===== src/rtl/commit_mem_write_axi_queue.sv =====
// Commit-stage store queue feeding the AXI AW/W channels.
// Retired stores are buffered in a DEPTH-entry ring. AW and W drain it
// independently. An entry leaves the ring ("retires") once both of its beats
// have been accepted. It then counts as outstanding until its B response arrives.
// Uncached stores are fenced: they issue only when nothing older is in flight,
// and the next store waits for the uncached store's B response.
//
// Valid/ready contract on every channel: a beat transfers on a cycle where
// valid and ready are both high. Once valid is raised it stays high with a
// stable payload until that transfer. The store request side follows the same
// rule: the producer holds i_wbmem_* while o_wbmem_ready is low.

`ifndef LSWIDTH_BYTE
`define LSWIDTH_BYTE 2'b00
`endif
`ifndef LSWIDTH_HALF
`define LSWIDTH_HALF 2'b01
`endif
`ifndef LSWIDTH_WORD
`define LSWIDTH_WORD 2'b10
`endif

module commit_mem_write_axi_queue #(
  parameter int DEPTH     = 4,
  parameter int MAX_OUTST = 4,
  parameter int ID_WIDTH  = 4
) (
  input  logic                clk,
  input  logic                resetn,
  input  logic                i_wbmem_valid,
  input  logic [31:0]         i_wbmem_addr,
  input  logic [3:0]          i_wbmem_strb,
  input  logic [1:0]          i_wbmem_lswidth,
  input  logic [31:0]         i_wbmem_data,
  input  logic                i_wbmem_uncached,
  output logic                o_wbmem_ready,
  output logic                o_idle,
  input  logic                i_err_clr,
  output logic                o_bresp_err,
  output logic [ID_WIDTH-1:0] axi_m_awid,
  output logic [31:0]         axi_m_awaddr,
  output logic [7:0]          axi_m_awlen,
  output logic [2:0]          axi_m_awsize,
  output logic [1:0]          axi_m_awburst,
  output logic                axi_m_awuser,
  output logic                axi_m_awvalid,
  input  logic                axi_m_awready,
  output logic [31:0]         axi_m_wdata,
  output logic [3:0]          axi_m_wstrb,
  output logic                axi_m_wlast,
  output logic                axi_m_wvalid,
  input  logic                axi_m_wready,
  input  logic [ID_WIDTH-1:0] axi_m_bid,
  input  logic [1:0]          axi_m_bresp,
  input  logic                axi_m_bvalid,
  output logic                axi_m_bready
);

  localparam int PW = $clog2(DEPTH);
  typedef logic [PW:0]   ptr_t;
  typedef logic [PW-1:0] idx_t;
  localparam ptr_t DEPTH_P = ptr_t'(DEPTH);

  // Ring storage (no reset: only slots between head and tail are ever read)
  logic [31:0] addr_q [DEPTH];
  logic [31:0] data_q [DEPTH];
  logic [3:0]  strb_q [DEPTH];
  logic [1:0]  lsw_q  [DEPTH];
  logic        unc_q  [DEPTH];

  // Pointers carry one wrap bit so full and empty are distinguishable
  ptr_t head_q, aw_ptr_q, w_ptr_q, tail_q;
  ptr_t head_d, aw_ptr_d, w_ptr_d, tail_d;
  logic [3:0] outst_q, outst_d;
  logic       last_unc_q, last_unc_d;   // most recently retired entry was uncached
  logic       aw_hold_q, aw_hold_d;     // AW valid shown but not yet accepted
  logic       w_hold_q, w_hold_d;       // W valid shown but not yet accepted
  logic       err_q, err_d;

  idx_t aw_idx, w_idx, head_idx, tail_idx, aw_prev_idx, w_prev_idx;
  ptr_t aw_lead;
  logic [7:0] inflight;
  logic full, enq, stall, retire, b_hs, outst_zero;
  logic aw_pend, w_pend, aw_fence, w_fence, aw_hs, w_hs;
  logic unused_bid;

  // An entry is fenced when it is uncached, or directly follows an uncached one.
  // Away from the head, such an entry simply waits to become the head.
  // At the head, it waits for every outstanding B response to drain.
  function automatic logic fence_hold(input logic at_head, input logic unc_cur,
                                      input logic unc_prev, input logic last_unc,
                                      input logic no_outst);
    if (at_head) fence_hold = (unc_cur | last_unc) & ~no_outst;
    else         fence_hold = unc_cur | unc_prev;
  endfunction

  assign unused_bid  = ^axi_m_bid;
  assign head_idx    = head_q[PW-1:0];
  assign tail_idx    = tail_q[PW-1:0];
  assign aw_idx      = aw_ptr_q[PW-1:0];
  assign w_idx       = w_ptr_q[PW-1:0];
  assign aw_prev_idx = aw_idx - idx_t'(1);
  assign w_prev_idx  = w_idx - idx_t'(1);

  assign full       = (tail_q - head_q) == DEPTH_P;
  assign enq        = i_wbmem_valid & ~full;
  assign outst_zero = (outst_q == 4'd0);

  // Issued-but-unanswered writes include AW beats sent ahead of retirement
  assign aw_lead  = aw_ptr_q - head_q;
  assign inflight = 8'(outst_q) + 8'(aw_lead);
  assign stall    = inflight >= 8'(MAX_OUTST);

  assign aw_pend  = (aw_ptr_q != tail_q);
  assign w_pend   = (w_ptr_q != tail_q);
  assign aw_fence = fence_hold(aw_ptr_q == head_q, unc_q[aw_idx], unc_q[aw_prev_idx],
                               last_unc_q, outst_zero);
  assign w_fence  = fence_hold(w_ptr_q == head_q, unc_q[w_idx], unc_q[w_prev_idx],
                               last_unc_q, outst_zero);

  // The hold flags keep valid up even if stall rises due to the other channel
  assign axi_m_awvalid = (aw_pend & ~stall & ~aw_fence) | aw_hold_q;
  assign axi_m_wvalid  = (w_pend & ~stall & ~w_fence) | w_hold_q;
  assign aw_hs         = axi_m_awvalid & axi_m_awready;
  assign w_hs          = axi_m_wvalid & axi_m_wready;

  assign retire = (head_q != tail_q) & (aw_ptr_q != head_q) & (w_ptr_q != head_q);
  assign b_hs   = axi_m_bvalid & axi_m_bready;

  // Constant AXI fields: single-beat INCR writes, one ID, always accept B
  assign axi_m_awid    = '0;
  assign axi_m_awlen   = 8'd0;
  assign axi_m_awburst = 2'b01;
  assign axi_m_wlast   = 1'b1;
  assign axi_m_bready  = 1'b1;

  assign axi_m_awaddr = addr_q[aw_idx];
  assign axi_m_awuser = unc_q[aw_idx];
  assign axi_m_wdata  = data_q[w_idx];
  assign axi_m_wstrb  = strb_q[w_idx];

  // Access width to AXI size; unknown encodings fall back to a word
  always_comb begin
    axi_m_awsize = 3'b010;
    case (lsw_q[aw_idx])
      `LSWIDTH_BYTE: axi_m_awsize = 3'b000;
      `LSWIDTH_HALF: axi_m_awsize = 3'b001;
      default:       axi_m_awsize = 3'b010;
    endcase
  end

  assign o_wbmem_ready = ~full;
  assign o_idle        = (head_q == tail_q) & outst_zero;
  assign o_bresp_err   = err_q;

  // Next-state for pointers, outstanding count, fence memory and error flag
  always_comb begin
    tail_d     = tail_q;
    aw_ptr_d   = aw_ptr_q;
    w_ptr_d    = w_ptr_q;
    head_d     = head_q;
    outst_d    = outst_q;
    last_unc_d = last_unc_q;
    err_d      = err_q;
    aw_hold_d  = axi_m_awvalid & ~axi_m_awready;
    w_hold_d   = axi_m_wvalid & ~axi_m_wready;
    if (enq)   tail_d   = tail_q + ptr_t'(1);
    if (aw_hs) aw_ptr_d = aw_ptr_q + ptr_t'(1);
    if (w_hs)  w_ptr_d  = w_ptr_q + ptr_t'(1);
    if (retire) begin
      head_d     = head_q + ptr_t'(1);
      last_unc_d = unc_q[head_idx];
    end
    // A B response with nothing outstanding (e.g. after reset) is dropped
    case ({retire, b_hs})
      2'b10:   outst_d = outst_q + 4'd1;
      2'b01:   outst_d = outst_zero ? outst_q : outst_q - 4'd1;
      default: outst_d = outst_q;
    endcase
    if (b_hs && (axi_m_bresp != 2'b00)) err_d = 1'b1;
    else if (i_err_clr)                 err_d = 1'b0;
  end

  // Control state register with synchronous active-low reset
  always_ff @(posedge clk) begin
    if (!resetn) begin
      head_q     <= '0;
      aw_ptr_q   <= '0;
      w_ptr_q    <= '0;
      tail_q     <= '0;
      outst_q    <= '0;
      last_unc_q <= 1'b0;
      aw_hold_q  <= 1'b0;
      w_hold_q   <= 1'b0;
      err_q      <= 1'b0;
    end else begin
      head_q     <= head_d;
      aw_ptr_q   <= aw_ptr_d;
      w_ptr_q    <= w_ptr_d;
      tail_q     <= tail_d;
      outst_q    <= outst_d;
      last_unc_q <= last_unc_d;
      aw_hold_q  <= aw_hold_d;
      w_hold_q   <= w_hold_d;
      err_q      <= err_d;
    end
  end

  // Capture an accepted store into the slot at tail
  always_ff @(posedge clk) begin
    if (resetn && enq) begin
      addr_q[tail_idx] <= i_wbmem_addr;
      data_q[tail_idx] <= i_wbmem_data;
      strb_q[tail_idx] <= i_wbmem_strb;
      lsw_q[tail_idx]  <= i_wbmem_lswidth;
      unc_q[tail_idx]  <= i_wbmem_uncached;
    end
  end

endmodule

===== config.mk =====
export PLATFORM = sky130hd
export DESIGN_NAME = commit_mem_write_axi_queue
export DESIGN_NICKNAME = d
export VERILOG_FILES = /design/src/rtl/commit_mem_write_axi_queue.sv
export SDC_FILE = /design/constraint.sdc
export NUM_CORES = 1
export LEC_CHECK = 0
export ABC_CLOCK_PERIOD_IN_PS = 9900
export BUFFER_PORTS_ARGS = -buffer_cell sky130_fd_sc_hd__buf_2
export CAP_MARGIN = 5
export CORE_AREA = 4 4 153 155
export DETAILED_ROUTE_END_ITERATION = 7
export DIE_AREA = 0 0 157 159
export HOLD_SLACK_MARGIN = 0.1
export MAX_ROUTING_LAYER = met4
export PLACE_DENSITY = 0.88
export SETUP_SLACK_MARGIN = 0.4
export SLEW_MARGIN = 10
export SYNTH_ARGS = -nofsm -noshare
export SYNTH_HDL_FRONTEND = slang
export SYNTH_SLANG_ARGS = --single-unit

===== constraint.sdc =====
create_clock -name clk -period 9.9 [get_ports clk]
set_input_delay 0.495 -clock clk [delete_from_list [all_inputs] [get_ports clk]]
set_output_delay 0.495 -clock clk [all_outputs]
set_load 0.005 [all_outputs]

==> impl_results.md <==
- Post-synth EDFFs: 284
- Area leader, netlist: edfxtp_1
- DR vias: 5,868
- Sequential Power Share: 0.462
- Top post-synthesis cells by area: edfxtp_1 71%, mux4_2 14%, dfxtp_1 4.0%, ha_1 1.7%, buf_4 1.1%
- Drt drc: 0
- First-pass GRT wire length: 34,700 µm
- Worst slew pin tran: 1.15 ns
- Final slew viol count: 0
- Pin count of the biggest net entering global routing: 72
- Die H: 159 µm
- Mapped Cells: 566
- Dominant cell by count in the synthesized netlist: edfxtp_1
- Share of cells above drive strength 1: 0.384
- Post-synth ARST share: 0
- Ys Warns: 0
- Fill cells: 1,468
- Worst Hold Class: input port to flop
- First-iteration detailed-routing DRC count: 341
- Sw Pwr: 849 µW
- Total CTS buffers: 31
- Status: finished, final reports clean
- Resized Gates After CTS: 0
- Synth Area in Simple Gates: 0.0254
- Seq/Total Area, Yosys: 0.751
- RSZ-0062 raised after global routing: no
- Pre-CTS setup slack: 6.54 ns
- Synthesized area per cell: 21.2 µm²
- Reg2reg setup slack: 6.51 ns
- Fmax: 0.258 GHz
- Total Nets Final: 843
- Internal Dissipation: 2500 µW
- CP max FO: 5
- Slew HR: 0.231
- Switching fraction of total power: 0.253
- Distinct cells, synth: 49
- Synthesized cell area: 12,000 µm²
- H-tree Lvls: 1
- Final TNS setup: 0 ns
- Synth Area in Adders: 0.0217
- Critical Path AT: 3.38 ns
- Reg clk slew, reported paths: 0.06 ns
- GR Overflow Total: 0
- Ports: 177
- Port Buffer Count: 155
- Drt first pass iters: 4
- Vias in the first global route: 6,124
- Non-Filler Instances: 1,048
- Compound-gate portion of the synthesized area: 0.0195
- Worst skew pair latency: 0.55 ns
- Core ar.: 21,800 µm²
- Largest family of logic cells by synthesized area: multiplexers
- Worst EP required: 9.41 ns
- Clock tree from TritonCTS: built
- Crit Path Class: flop to output pin
- Worst Setup End Kind: output pin
- # rows: 54
- Placed instance area: 13,000 µm²
- WHS: 0.129 ns
- Antenna violations before repair: 2
- Endpoints failing setup: 0
- Max Clock Skew: 0.00865 ns
- Total track usage: 0.182
- Top cells by count, synth: 284 x edfxtp_1, 75 x mux4_2, 24 x dfxtp_1
- Final hold vios: 0
- LEAKAGE: 0.00479 µW
- Final instance area: 14,000 µm²
- Flops & latches, synth: 308
- DP Wirelength: 13,600 µm
- Critical path launch point type: flop
- Placed cells: 987
- Initial Util: 0.549
- Vias per inst: 5.60
- Hold Buf Count CTS: 0
- Full die area: 25,000 µm²
- CTS sink count: 308
- DR WL/cell: 21.2 µm
- Placer congestion estimate: 0.799
- Max rail drop VDD: 0.000180 V
- Post-CTS Setup Inserts: 0
- WL final: 22,200 µm
- Final min period: 3.87 ns
- Max-cap viol count: 0
- Max clock buf depth: 3
- Combinational Power Share: 0.202
- Worst setup margin: 6.03 ns
- Root Buffer: clkbuf_16
- Pwr/cell area: 239 nW/µm²
- Clock power share: 0.336
- Main synth FF type: edfxtp_1
- Xor-xnor portion of the synthesized cell area: 0.0131
- Syn-to-layout area delta: 17.1%
- Routed Antenna Nets: 0
- Post-synth top area share: 0.711
- Die Wd: 157 µm
- Post-synthesis mux area share: 0.147
- Final Cycle Share: 0.391
through the flow:
step / total power, µW / util
6_report: 3350 / 0.643
3_3_place_gp: 2250 / 0.597
5_1_grt: 3510 / 0.643
3_5_place_dp: 2270 / 0.597
4_1_cts: 3390 / 0.643
2_1_floorplan: 2020 / -
cell families after synthesis:
kind of cell             Yosys count
other                              2
buffers and inverters             48
adder cells (fa/ha/maj)           19
multiplexers                      82
XOR/XNOR                          18
flip-flops                       308
AND/OR/NAND/NOR                   54
AO/OA/AOI/OAI                     35
worst max-delay path, cell delays in order, from the launching register on:
cell	delay [ns]
dfxtp_1	0.44
inv_1	0.09
ha_1	0.18
inv_1	0.06
fa_1	0.45
fa_1	0.43
or4_1	0.50
o21ai_1	0.14
o2111ai_1	0.28
nand2_1	0.14
buf_2	0.12
cell type report:
type                    instances  area [µm²]  share of cell area
repair buffers                162         828              0.0590
flip-flops and latches        308        9010               0.642
well taps                     280         350              0.0250
diodes                          4        10.0            0.000713
multi-input cells             225        2800               0.199
inverters                      12        45.0             0.00321
clock buffers                  38         802              0.0571
clock inverters                19         190              0.0135
sequential cells by signal, indices dropped and copies added, names as in the netlist, named ones only:
signal       count
w_hold_q         1
strb_q          16
outst_q          4
lsw_q            8
head_q           3
unc_q            4
o_bresp_err      1
tail_q           3
data_q         128
aw_hold_q        1
aw_ptr_q         3
addr_q         128
last_unc_q       1
w_ptr_q          3
routing by layer:
metal  up-vias  global-route usage  part of all wire
met5         -                   -                 0
li1       2641                   -                 -
met3        32              0.0394             0.073
met4         0              0.0339             0.014
met2       185               0.295              0.51
met1      3010               0.244              0.41
power groups by stage:
| stage | Clock (µW) | Combinational (µW) | Sequential (µW) |
|---|---|---|---|
| 2_1_floorplan | 0 | 488 | 1540 |
| 3_5_place_dp | 0 | 689 | 1580 |
| 3_3_place_gp | 0 | 675 | 1580 |
| 6_report | 1120 | 677 | 1550 |
| 5_1_grt | 1210 | 741 | 1560 |
| 4_1_cts | 1140 | 693 | 1550 |
worst paths after layout:
check                                               from                       end  cells after the start
worst max register to register  aw_ptr_q[0]$_SDFFE_PN0P_                      flop                     10
worst min-delay path                       axi_m_awready      aw_hold_q$_SDFF_PN0_                      2
worst min register to register  o_bresp_err$_SDFFE_PN0P_  o_bresp_err$_SDFFE_PN0P_                      2
worst max-delay path            aw_ptr_q[0]$_SDFFE_PN0P_              axi_m_wvalid                     10
cells in the final DEF (no fill, tap or decap), types with 3 or more instances in the layout:
cell / instances
edfxtp_1: 284
buf_2: 155
mux4_2: 75
clkbuf_16: 31
dfxtp_1: 20
conb_1: 17
ha_1: 16
nand2_1: 13
inv_1: 12
xnor2_1: 12
a21oi_1: 10
nor2_1: 8
mux2i_1: 7
clkbuf_1: 7
clkinv_1: 7
buf_4: 7
xor2_1: 6
o21ai_1: 6
or4_1: 5
diode_2: 4
nor3_1: 4
and3_4: 4
dfxtp_2: 4
clkinvlp_4: 4
nand3_1: 3
o21ai_0: 3
o211ai_1: 3
fa_1: 3
clkinv_2: 3
bufinv_16: 3
Note: power is estimated with default switching activity, not from simulation.
